<file path="config.mk">
export PLATFORM = sky130hd
export DESIGN_NAME = bit_serializer
export DESIGN_NICKNAME = d
export VERILOG_FILES = /design/src/rtl/bit_serializer.sv
export SDC_FILE = /design/constraint.sdc
export NUM_CORES = 1
export LEC_CHECK = 0
export BUFFER_PORTS_ARGS = -buffer_cell sky130_fd_sc_hd__buf_2
export CORE_MARGIN = 1.5
export CORE_UTILIZATION = 45
export CTS_CLUSTER_DIAMETER = 120
export DETAILED_ROUTE_END_ITERATION = 8
export SETUP_SLACK_MARGIN = 0.3
export SLEW_MARGIN = 20
export SYNTH_ARGS = -nofsm -noshare
export SYNTH_HDL_FRONTEND = slang
export SYNTH_SLANG_ARGS = --single-unit
</file>
<file path="constraint.sdc">
create_clock -name clk -period 2.01 [get_ports clk]
set_input_delay 0.3015 -clock clk [delete_from_list [all_inputs] [get_ports clk]]
set_output_delay 0.3015 -clock clk [all_outputs]
set_load 0.02 [all_outputs]
</file>
<file path="src/rtl/bit_serializer.sv">
// ---------------------------------------------------------------------------
// bit_serializer
// Parallel-to-serial converter with valid/ready handshakes on both sides.
// A DATA_WIDTH-bit word is loaded into a shift register and emitted one bit
// per downstream transfer. frame_start / frame_last mark the first and last
// bit of each word so bit-serial consumers can restart per-word state.
// A one-entry holding register lets the next word wait while the current
// word drains, so back-to-back words leave no bubble cycles.
// ---------------------------------------------------------------------------
module bit_serializer #(
    parameter int DATA_WIDTH = 8,
    parameter bit MSB_FIRST  = 1'b1
) (
    input  logic                  clk,
    input  logic                  reset,
    input  logic [DATA_WIDTH-1:0] din,
    input  logic                  din_valid,
    output logic                  din_ready,
    output logic                  dout,
    output logic                  dout_valid,
    input  logic                  dout_ready,
    output logic                  frame_start,
    output logic                  frame_last
);

    // Counter wide enough to index every bit of a word.
    localparam int              CNT_W    = (DATA_WIDTH > 1) ? $clog2(DATA_WIDTH) : 1;
    localparam logic [CNT_W-1:0] CNT_ZERO = {CNT_W{1'b0}};
    localparam logic [CNT_W-1:0] CNT_ONE  = CNT_W'(1);
    localparam logic [CNT_W-1:0] LAST_CNT = CNT_W'(DATA_WIDTH - 1);

    typedef enum logic [0:0] {
        ST_IDLE  = 1'b0,
        ST_SHIFT = 1'b1
    } state_t;

    state_t                  state_r;
    logic [DATA_WIDTH-1:0]   shreg_r;
    logic [DATA_WIDTH-1:0]   hold_r;
    logic                    hold_valid_r;
    logic [CNT_W-1:0]        bit_cnt_r;

    logic                    accept_s;
    logic                    xfer_s;
    logic                    last_s;
    logic                    shifting_s;

    // Move the shift register one position toward the output end.
    function automatic logic [DATA_WIDTH-1:0] shift_toward_out(
        input logic [DATA_WIDTH-1:0] value
    );
        if (MSB_FIRST) begin
            return {value[DATA_WIDTH-2:0], 1'b0};
        end else begin
            return {1'b0, value[DATA_WIDTH-1:1]};
        end
    endfunction

    // Select the bit currently presented at the output end.
    function automatic logic output_bit(input logic [DATA_WIDTH-1:0] value);
        if (MSB_FIRST) begin
            return value[DATA_WIDTH-1];
        end else begin
            return value[0];
        end
    endfunction

    // Handshake and position decode; din_ready depends on a register only.
    always_comb begin
        shifting_s = (state_r == ST_SHIFT);
        din_ready  = ~hold_valid_r;
        accept_s   = din_valid & ~hold_valid_r;
        xfer_s     = shifting_s & dout_ready;
        last_s     = (bit_cnt_r == LAST_CNT);
    end

    // Output decode, driven purely from registered state.
    always_comb begin
        dout_valid  = shifting_s;
        dout        = output_bit(shreg_r);
        frame_start = 1'b0;
        frame_last  = 1'b0;
        if (shifting_s) begin
            frame_start = (bit_cnt_r == CNT_ZERO);
            frame_last  = last_s;
        end else begin
            frame_start = 1'b0;
            frame_last  = 1'b0;
        end
    end

    // Serializer state machine: load, shift, reload from hold or bypass.
    always_ff @(posedge clk or posedge reset) begin
        if (reset) begin
            state_r      <= ST_IDLE;
            shreg_r      <= {DATA_WIDTH{1'b0}};
            hold_r       <= {DATA_WIDTH{1'b0}};
            hold_valid_r <= 1'b0;
            bit_cnt_r    <= CNT_ZERO;
        end else begin
            case (state_r)
                ST_IDLE: begin
                    // The holding register is always empty here: SHIFT only
                    // returns to IDLE once nothing is waiting.
                    if (accept_s) begin
                        shreg_r   <= din;
                        bit_cnt_r <= CNT_ZERO;
                        state_r   <= ST_SHIFT;
                    end else begin
                        state_r   <= ST_IDLE;
                    end
                end

                ST_SHIFT: begin
                    if (xfer_s) begin
                        if (last_s) begin
                            if (hold_valid_r) begin
                                // Waiting word takes over immediately.
                                shreg_r      <= hold_r;
                                hold_valid_r <= 1'b0;
                                bit_cnt_r    <= CNT_ZERO;
                                state_r      <= ST_SHIFT;
                            end else if (accept_s) begin
                                // Word arriving on the last-bit edge skips
                                // the holding register to avoid a bubble.
                                shreg_r      <= din;
                                bit_cnt_r    <= CNT_ZERO;
                                state_r      <= ST_SHIFT;
                            end else begin
                                state_r      <= ST_IDLE;
                            end
                        end else begin
                            shreg_r   <= shift_toward_out(shreg_r);
                            bit_cnt_r <= bit_cnt_r + CNT_ONE;
                            state_r   <= ST_SHIFT;
                        end
                    end else begin
                        // Stalled downstream: everything visible holds.
                        state_r <= ST_SHIFT;
                    end

                    // Any accept not consumed by the bypass path is parked.
                    if (accept_s && !(xfer_s && last_s)) begin
                        hold_r       <= din;
                        hold_valid_r <= 1'b1;
                    end else begin
                        hold_valid_r <= hold_valid_r & ~(xfer_s & last_s);
                    end
                end

                default: begin
                    state_r      <= ST_IDLE;
                    hold_valid_r <= 1'b0;
                    bit_cnt_r    <= CNT_ZERO;
                end
            endcase
        end
    end

endmodule

</file>
Word-level counts from Yosys, hierarchy flattened
Cells that the tools add are included.
Cells by class
  mux-type cells: 18
  bitwise logic cells: 7
  reductions and logical operators: 5
  add/subtract/negate cells: 1
  equal/unequal tests: 2
Operators with widths (number)
  $mux W8: 4
  $pmux W8 S2: 1
  $mux W3: 4
  $mux W1: 7
  $pmux W3 S2: 1
  $and A1 B1 Y1: 4
  $add A3 B1 Y3 const B: 1
  $eq A3 B3 Y1 const B: 1
  $logic_not A3 Y1: 1
  $not A1 Y1: 3
  $logic_and A1 B1 Y1: 2
  $ne A2 B1 Y1 const B: 1
  $pmux W1 S2: 1
  $reduce_and A2 Y1: 1
  $logic_not A1 Y1: 1
Word-level totals
  bits of input ports: 12
  logic and storage cells: 38
  output and inout bits: 5
  flip-flop bits (word level): 21

Longest topological paths before layout
Gate-level depths: netlist (run 1).
  depth in word-level cells: 7
  gate-level depth with buffers: 6
  depth with buffers taken out: 5

Worst setup path before layout (run 1)
No wires, ideal clock.
  path type: flip-flop to flip-flop
  start: register bit_cnt_r[0]
  end: register hold_r[0]
  period minus slack after synthesis: 1.643 ns
  cell stages (with the launch flop): 6
  data required time: 1.885 ns
  setup slack: 0.367 ns
  data arrival time: 1.518 ns
  path buffers: 1
  setup time: 0.125 ns
  cells stage by stage: dfrtp_1 -> ha_1 -> ha_1 -> a211o_1 -> buf_4 -> mux2_4
On the way
  cells in the longest elaborated chain, start to end: 5
Ends and longest elaborated chain
  start, declared: RTL line 41  | logic [CNT_W-1:0] bit_cnt_r;
  start signal, assigned: RTL line 134  | bit_cnt_r <= bit_cnt_r + CNT_ONE;
  $eq A3 B3 Y1: RTL line 74  | last_s = (bit_cnt_r == LAST_CNT);
  $logic_and A1 B1 Y1: RTL line 143  | if (accept_s && !(xfer_s && last_s)) begin
  $logic_not A1 Y1: RTL line 143
  $logic_and A1 B1 Y1: RTL line 143
  $reduce_and A2 Y1 (no line)
  end signal, assigned: RTL line 97  | hold_r <= {DATA_WIDTH{1'b0}};
  end signal, assigned: RTL line 144  | hold_r <= din;
  end, declared: RTL line 39  | logic [DATA_WIDTH-1:0] hold_r;
Every way passes these cells.
A chain may end at the register's enable or synchronous reset.

Worst setup path in the final report (run 1)
  start: register bit_cnt_r[0]
  end: output port frame_last
On the way
  cells in the longest elaborated chain, start to end: 2
Ends and longest elaborated chain
  $eq A3 B3 Y1: RTL line 74
  $mux W1: RTL line 83  | if (shifting_s) begin
  end, declared: RTL line 23  | output logic frame_last
Every way passes these cells.

==> impl_metrics.csv, run 1 <==
group,metric,value,unit
min_path,min_to,"hold_r[0]$_DFFE_PP0P_",
synthesis,ys_dominant_reg_cell,"dfrtp_1",
global_route,grt.busiest_layer,"met2",
sta,tns,0,ps
clock_network,clk_path_buf_depth,2,
final_layout,final_layout_size_suffix_gt1_share,33.6,%
synthesis,yosysSeqAreaShare,41.9,%
floorplan,core_area,2570,sq um
min_path,hp-class,"in -> reg",
sta,setup_viol,0,
synthesis,syn_avg_cell_area,11.2,sq um
outcome,outcome,"complete, no violations",
power_and_ir_drop,p_leak,0.659,nW
detailed_routing,wl_per_cell,17.6,microns
synthesis,yosysTopAreaCell,"dfrtp_1",
placed_design,finalWeightedCongestion,0.726,
detailed_routing,drt-initial-drc-count,46,
synthesis,synth_edf_count,0,
clock_network,cts.sinks,21,
synthesis,synth_warnings,0,
global_route,met3_usage,4.88,%
final_layout,finalNetCount,148,
clock_network,cts_tree,"built",
final_layout,synthToLayoutAreaGrowth,16.6,%
detailed_routing,routed_wl,2830,microns
sta,finalMaxSlewViolations,0,
synthesis,postSynthCellCount,112,
detailed_routing,firstDrtPassIters,4,
placed_design,io_buffers,16,
clock_network,numCtsBuffers,3,
setup_path,cp.arrival,1410,ps
setup_path,regToRegSetupSlack,300,ps
floorplan,pin_count,17,
setup_path,cp-end-kind,"output pin",
synthesis,yosys-top-cells-area,"dfrtp_1 42%, mux2_4 9.6%, mux2i_1 6.4%, mux2_1 6.3%, a22oi_1 4.2%",
power_and_ir_drop,vdd_drop_max,0.699,mV
clock_network,cts_root_buffer,"clkbuf_4",
synthesis,ys_seq_elements,21,
min_path,min_path_cells,2,
setup_path,rr_startpoint,"bit_cnt_r[0]$_DFFE_PP0P_",
detailed_routing,postRouteAntennaNets,0,
synthesis,synthDistinctLibCells,35,
floorplan,die_x,55.8,microns
floorplan,die_area,3110,sq um
detailed_routing,via_count,990,
detailed_routing,vias_per_cell,6.15,
sta,fin_crit_sh,85.4,%
global_route,grt_pass1_wl,4750,microns
global_route,antenna_found_initial,0,
sta,post-route-min-period,1720,ps
clock_network,cts.clk_slew.worst_paths,130,ps
global_route,track_usage,19.8,%
synthesis,synth.top_cell.area_share,41.9,%
sta,relSlewSlack,66.9,%
global_route,met2_usage,29.9,%
setup_path,worstSetupPathType,"reg -> out",
final_layout,layout_commonest_cell,"dfrtp_1",
clock_network,htreeDepth,1,
setup_path,r2r_end,"hold_r[7]$_DFFE_PP0P_",
floorplan,rows,18,
sta,finalHoldViolations,0,
final_layout,diodes,0,
detailed_routing,drc_errors,0,
job,drv_cap,0,
sta,rsz0062_at_grt,"yes",
sta,fin_skew,5.83,ps
floorplan,start_util,48.8,%
clock_network,clk-insertion-delay-late,320,ps
setup_path,critPathLaunchType,"flip-flop",
sta,worst_pin_slew,494,ps
sta,fmax,0.583,GHz
final_layout,mostFrequentLayoutCells,"21 x dfrtp_1, 14 x buf_2, 8 x mux2_4, 8 x mux2i_1",
synthesis,netlist_area,1250,sq um
placed_design,dp_hpwl,1870,microns
setup_path,path_max_fanout,2,
synthesis,async_reset_ff_share,100,%
setup_path,worstPathRequired,1710,ps
power_and_ir_drop,cellPowerDensity,1160,nW/um^2
sta,hold_ws,231,ps
global_route,grt_pass1_vias,1022,
global_route,grt_overflow,0,
floorplan,floorplan.die.height,55.8,microns
min_path,worstHoldStart,"din[0]",
synthesis,syn-num-nets,128,
global_route,grtUsageMet1,27.4,%
setup_path,reg2reg_depth,4,
global_route,grt_max_degree,21,
-- registers in the layout, summed over array words and instances (netlist names) --
| signal | cells |
|---|---|
| bit_cnt_r | 3 |
| hold_r | 8 |
| dout_valid | 1 |
| shreg_r | 8 |
| hold_valid_r | 1 |
-- repair_timing --
action,in CTS,in global routing
setup endpoints to repair,9,16
pin swaps,1,1
hold buffers,1,0
buffers inserted,2,0
gates cloned,0,0
resized for setup,6,7
hold endpoints to repair,1,0
-- worst max-delay path, cell delays in order (launching register included) --
cell and delay, ps:
dfrtp_1 410, ha_2 220, ha_4 170, and2_1 150
buf_4 150
-- metal layers --
| metal | wire (microns) | vias to the layer above | share of wire (%) |
|---|---|---|---|
| met5 | 0 | - | 0 |
| met4 | 18 | 0 | 0.64 |
| met3 | 156 | 4 | 5.5 |
| met2 | 1320 | 40 | 47 |
| met1 | 1330 | 487 | 47 |
| li1 | - | 459 | - |
-- power by group --
group / internal (W) / leakage [nW] / switching [W]
registers: 0.000582 / 0.267 / 0.000133
clock network: 0.0000746 / 0.0177 / 0.000149
logic: 0.000405 / 0.374 / 0.000356
-- synthesized netlist by cell type (all sizes together) (2+ instances only) --
master and n:
o211ai 7, clkbuf 3, inv 7, nand3 7
nor3b 3, nor2b 2, buf 4, nand2 3
a22oi 7, o2bb2ai 2, nor2 2, and3 2
mux2i 8, ha 4, dfrtp 21, mux2 15
-- worst max path at each step --
stage	start	end	slack (ps)	cells past startpoint
2_1_floorplan	bit_cnt_r[0]$_DFFE_PP0P_	hold_r[0]$_DFFE_PP0P_	370	5
3_3_place_gp	bit_cnt_r[0]$_DFFE_PP0P_	hold_r[2]$_DFFE_PP0P_	240	4
3_5_place_dp	bit_cnt_r[0]$_DFFE_PP0P_	hold_r[7]$_DFFE_PP0P_	200	4
4_1_cts	bit_cnt_r[1]$_DFFE_PP0P_	frame_last	300	4
5_1_grt	bit_cnt_r[1]$_DFFE_PP0P_	frame_last	250	4
6_report	bit_cnt_r[0]$_DFFE_PP0P_	frame_last	290	4
-- cell type report --
cell class	instances	area [sq um]
clock buffer	3	22.5
clock inverter	1	5.00
fill	236	1110
inverter	7	26.3
multi-input combinational	77	708
sequential	21	526
tap	30	37.5
timing repair buffer	22	136
-- cells by family (layout without fill, tap and decap cells) --
group | Yosys count | count (layout) | share of synthesized area (%)
simple gates | 26 | 26 | 12.5
compound gates | 24 | 24 | 14.6
mux | 23 | 23 | 22.3
flops | 21 | 21 | 41.9
buf+inv | 14 | 33 | 4.79
fa+ha+maj | 4 | 4 | 3.99
-- stage by stage --
step           setup WS, ps  area [sq um]  util (%)  cells  total power [W]
2_1_floorplan           367          1250         -    112          0.00120
3_3_place_gp            240          1360      53.0    154          0.00135
4_1_cts                 300          1440      56.0    161          0.00165
6_report                294          1460      56.9    161          0.00170
5_1_grt                 246          1460      56.9    161          0.00182
3_5_place_dp            200          1360      53.0    154          0.00138
Note: power is estimated with default switching activity, not from simulation.
==> run 2: changes to the inputs <==
- CELL_PAD_IN_SITES_DETAIL_PLACEMENT: not set -> 2
- CELL_PAD_IN_SITES_GLOBAL_PLACEMENT: not set -> 2
- CORE_UTILIZATION: 45 -> 37
- PLACE_DENSITY_LB_ADDON: not set -> 0.1
==> run 2 against run 1 <==
  * Wire length rose by 30%
  * Design area rose by 1.0%
  * Power rose by 1.9%
  * Setup slack improved by 4.5 ps
  * Hold slack got worse by 240 ps
  * Sequential share of layout area fell by 0.37 points
  * Sequential power rose by 3%
  * The flow now finishes with violations (negative hold slack)
  * First-iteration DRC count fell by 50%
  * Via count fell by 1.1%
  * Clock-buffer cell count did not move
==> impl_metrics.csv, run 2 (synthesis gave the netlist of run 1 again) <==
group,metric,value,unit
outcome,outcome,"finished with violations",
outcome,violations,"negative hold slack",
min_path,hp-class,"in -> async",
clock_network,cts.sinks,21,
detailed_routing,vias_per_cell,5.56,
sta,finalHoldViolations,12,
floorplan,floorplan.die.height,61.2,microns
final_layout,synthToLayoutAreaGrowth,17.8,%
sta,worst_pin_slew,534,ps
global_route,antenna_found_initial,0,
detailed_routing,drt-initial-drc-count,23,
sta,rsz0062_at_grt,"yes",
final_layout,final_layout_size_suffix_gt1_share,33.3,%
setup_path,critPathLaunchType,"flip-flop",
placed_design,dp_hpwl,2330,microns
clock_network,holdBufCountCts,0,
floorplan,die_area,3750,sq um
sta,fin_skew,11.8,ps
sta,post-route-min-period,1710,ps
power_and_ir_drop,p_int,0.00105,W
clock_network,clk_path_buf_depth,2,
setup_path,regToRegSetupSlack,320,ps
global_route,grt_pass1_wl,6050,microns
detailed_routing,via_count,979,
final_layout,fin_area,1480,sq um
setup_path,path_max_fanout,4,
sta,tns,0,ps
global_route,grt_max_degree,22,
setup_path,worstSetupPathType,"reg -> out",
global_route,grt_pass1_vias,1079,
floorplan,rows,20,
final_layout,layout_commonest_cell,"dfrtp_1",
sta,setup_viol,0,
setup_path,cp.arrival,1410,ps
floorplan,pin_count,17,
clock_network,cts_tree,"built",
final_layout,diodes,0,
placed_design,finalWeightedCongestion,0.769,
sta,finalMaxSlewViolations,0,
power_and_ir_drop,clkPwrFrac,13.2,%
final_layout,utilization,47.2,%
placed_design,io_buffers,16,
job,drv_cap,0,
detailed_routing,routed_wl,3680,microns
setup_path,r2r_end,"hold_r[1]$_DFFE_PP0P_",
global_route,track_usage,23.1,%
floorplan,core_area,3130,sq um
final_layout,finalNetCount,149,
final_layout,mostFrequentLayoutCells,"21 x dfrtp_1, 14 x buf_2, 8 x mux2_4, 8 x mux2i_1, 8 x buf_4",
power_and_ir_drop,p_sw,0.000686,W
power_and_ir_drop,vdd_drop_max,0.421,mV
clock_network,cts.clk_slew.worst_paths,150,ps
power_and_ir_drop,power_frac_seq,42.4,%
setup_path,cp-end-kind,"output pin",
detailed_routing,firstDrtPassIters,4,
floorplan,start_util,40.1,%
power_and_ir_drop,sw_frac_of_total,39.6,%
power_and_ir_drop,cellPowerDensity,1170,nW/um^2
sta,relSlewSlack,64.2,%
final_layout,final_cells,176,
power_and_ir_drop,pwr-share-comb,44.4,%
floorplan,die_x,61.2,microns
setup_path,worstPathRequired,1710,ps
final_layout,top_regs,"hold_r x8, shreg_r x8, bit_cnt_r x3",
sta,fmax,0.584,GHz
global_route,grt_overflow,0,
clock_network,cts_root_buffer,"clkbuf_4",
setup_path,rr_startpoint,"bit_cnt_r[1]$_DFFE_PP0P_",
detailed_routing,wl_per_cell,20.9,microns
placed_design,dp.cells,168,
sta,fin_crit_sh,85.1,%
clock_network,clk-insertion-delay-late,320,ps
placed_design,postPlaceCellArea,1380,sq um
setup_path,reg2reg_depth,4,
sta,hold_ws,-7.34,ps
power_and_ir_drop,p_leak,0.665,nW
clock_network,htreeDepth,1,
detailed_routing,drc_errors,0,
detailed_routing,postRouteAntennaNets,0,
clock_network,numCtsBuffers,3,
[run 2: cell types whose count changed in the layout (fill, tap and decap cells not counted), sizes merged]
cell,delta
dlygate4sd3,-1
buf,+2
[run 2: metrics by stage]
step / power (W) / setup slack, ps / hold slack (ps)
after floorplan: 0.00120 / 367 / 278
after global placement: 0.00137 / 253 / 350
after detailed placement: 0.00141 / 186 / 362
after CTS: 0.00170 / 298 / 5.78
after global routing: 0.00185 / 259 / 17.8
final: 0.00173 / 298 / -7.34
[run 2: worst max-delay path by stage]
stage	start	to	slack, ps	depth (start not counted)
after floorplan	bit_cnt_r[0]$_DFFE_PP0P_	hold_r[0]$_DFFE_PP0P_	370	5
after global placement	bit_cnt_r[0]$_DFFE_PP0P_	hold_r[2]$_DFFE_PP0P_	250	4
after detailed placement	bit_cnt_r[0]$_DFFE_PP0P_	hold_r[1]$_DFFE_PP0P_	190	4
after CTS	bit_cnt_r[1]$_DFFE_PP0P_	frame_last	300	4
after global routing	bit_cnt_r[1]$_DFFE_PP0P_	frame_last	260	4
final	bit_cnt_r[1]$_DFFE_PP0P_	frame_last	300	4
[run 2: metal layers]
metal	GRT usage [%]	vias to the layer above	wire length, microns
met3	3.78	2	93
li1	-	455	-
met4	3.73	0	14
met5	0	-	0
met2	40.1	13	1910
met1	30.7	509	1660
[run 2: layout make-up]
class                      instances  area [sq um]
clock buffer                       3          22.5
clock inverter                     1          5.00
fill                             347          1650
inverter                           7          28.8
multi-input combinational         77           698
sequential                        21           526
tap                               44          55.1
timing repair buffer              23           141
[run 2: timing repair]
action,in CTS,in global routing
setup endpoints to repair,16,18
resized for setup,7,5
hold endpoints to repair,0,0
setup buffers,4,0
pin swaps,1,1
[run 2: worst max-delay path: stages, from the launching register on]
cell	delay [ps]
dfrtp_1	410
ha_2	210
ha_4	180
and2_4	160
buf_6	120
[run 2: power groups by stage]
stage                     sequential (W)  combinational, W  clock, W
after CTS                       0.000723          0.000747  0.000231
after global placement          0.000721          0.000651         0
after detailed placement        0.000729          0.000684         0
final                           0.000734          0.000770  0.000229
after global routing            0.000753          0.000851  0.000247
after floorplan                 0.000699          0.000504         0
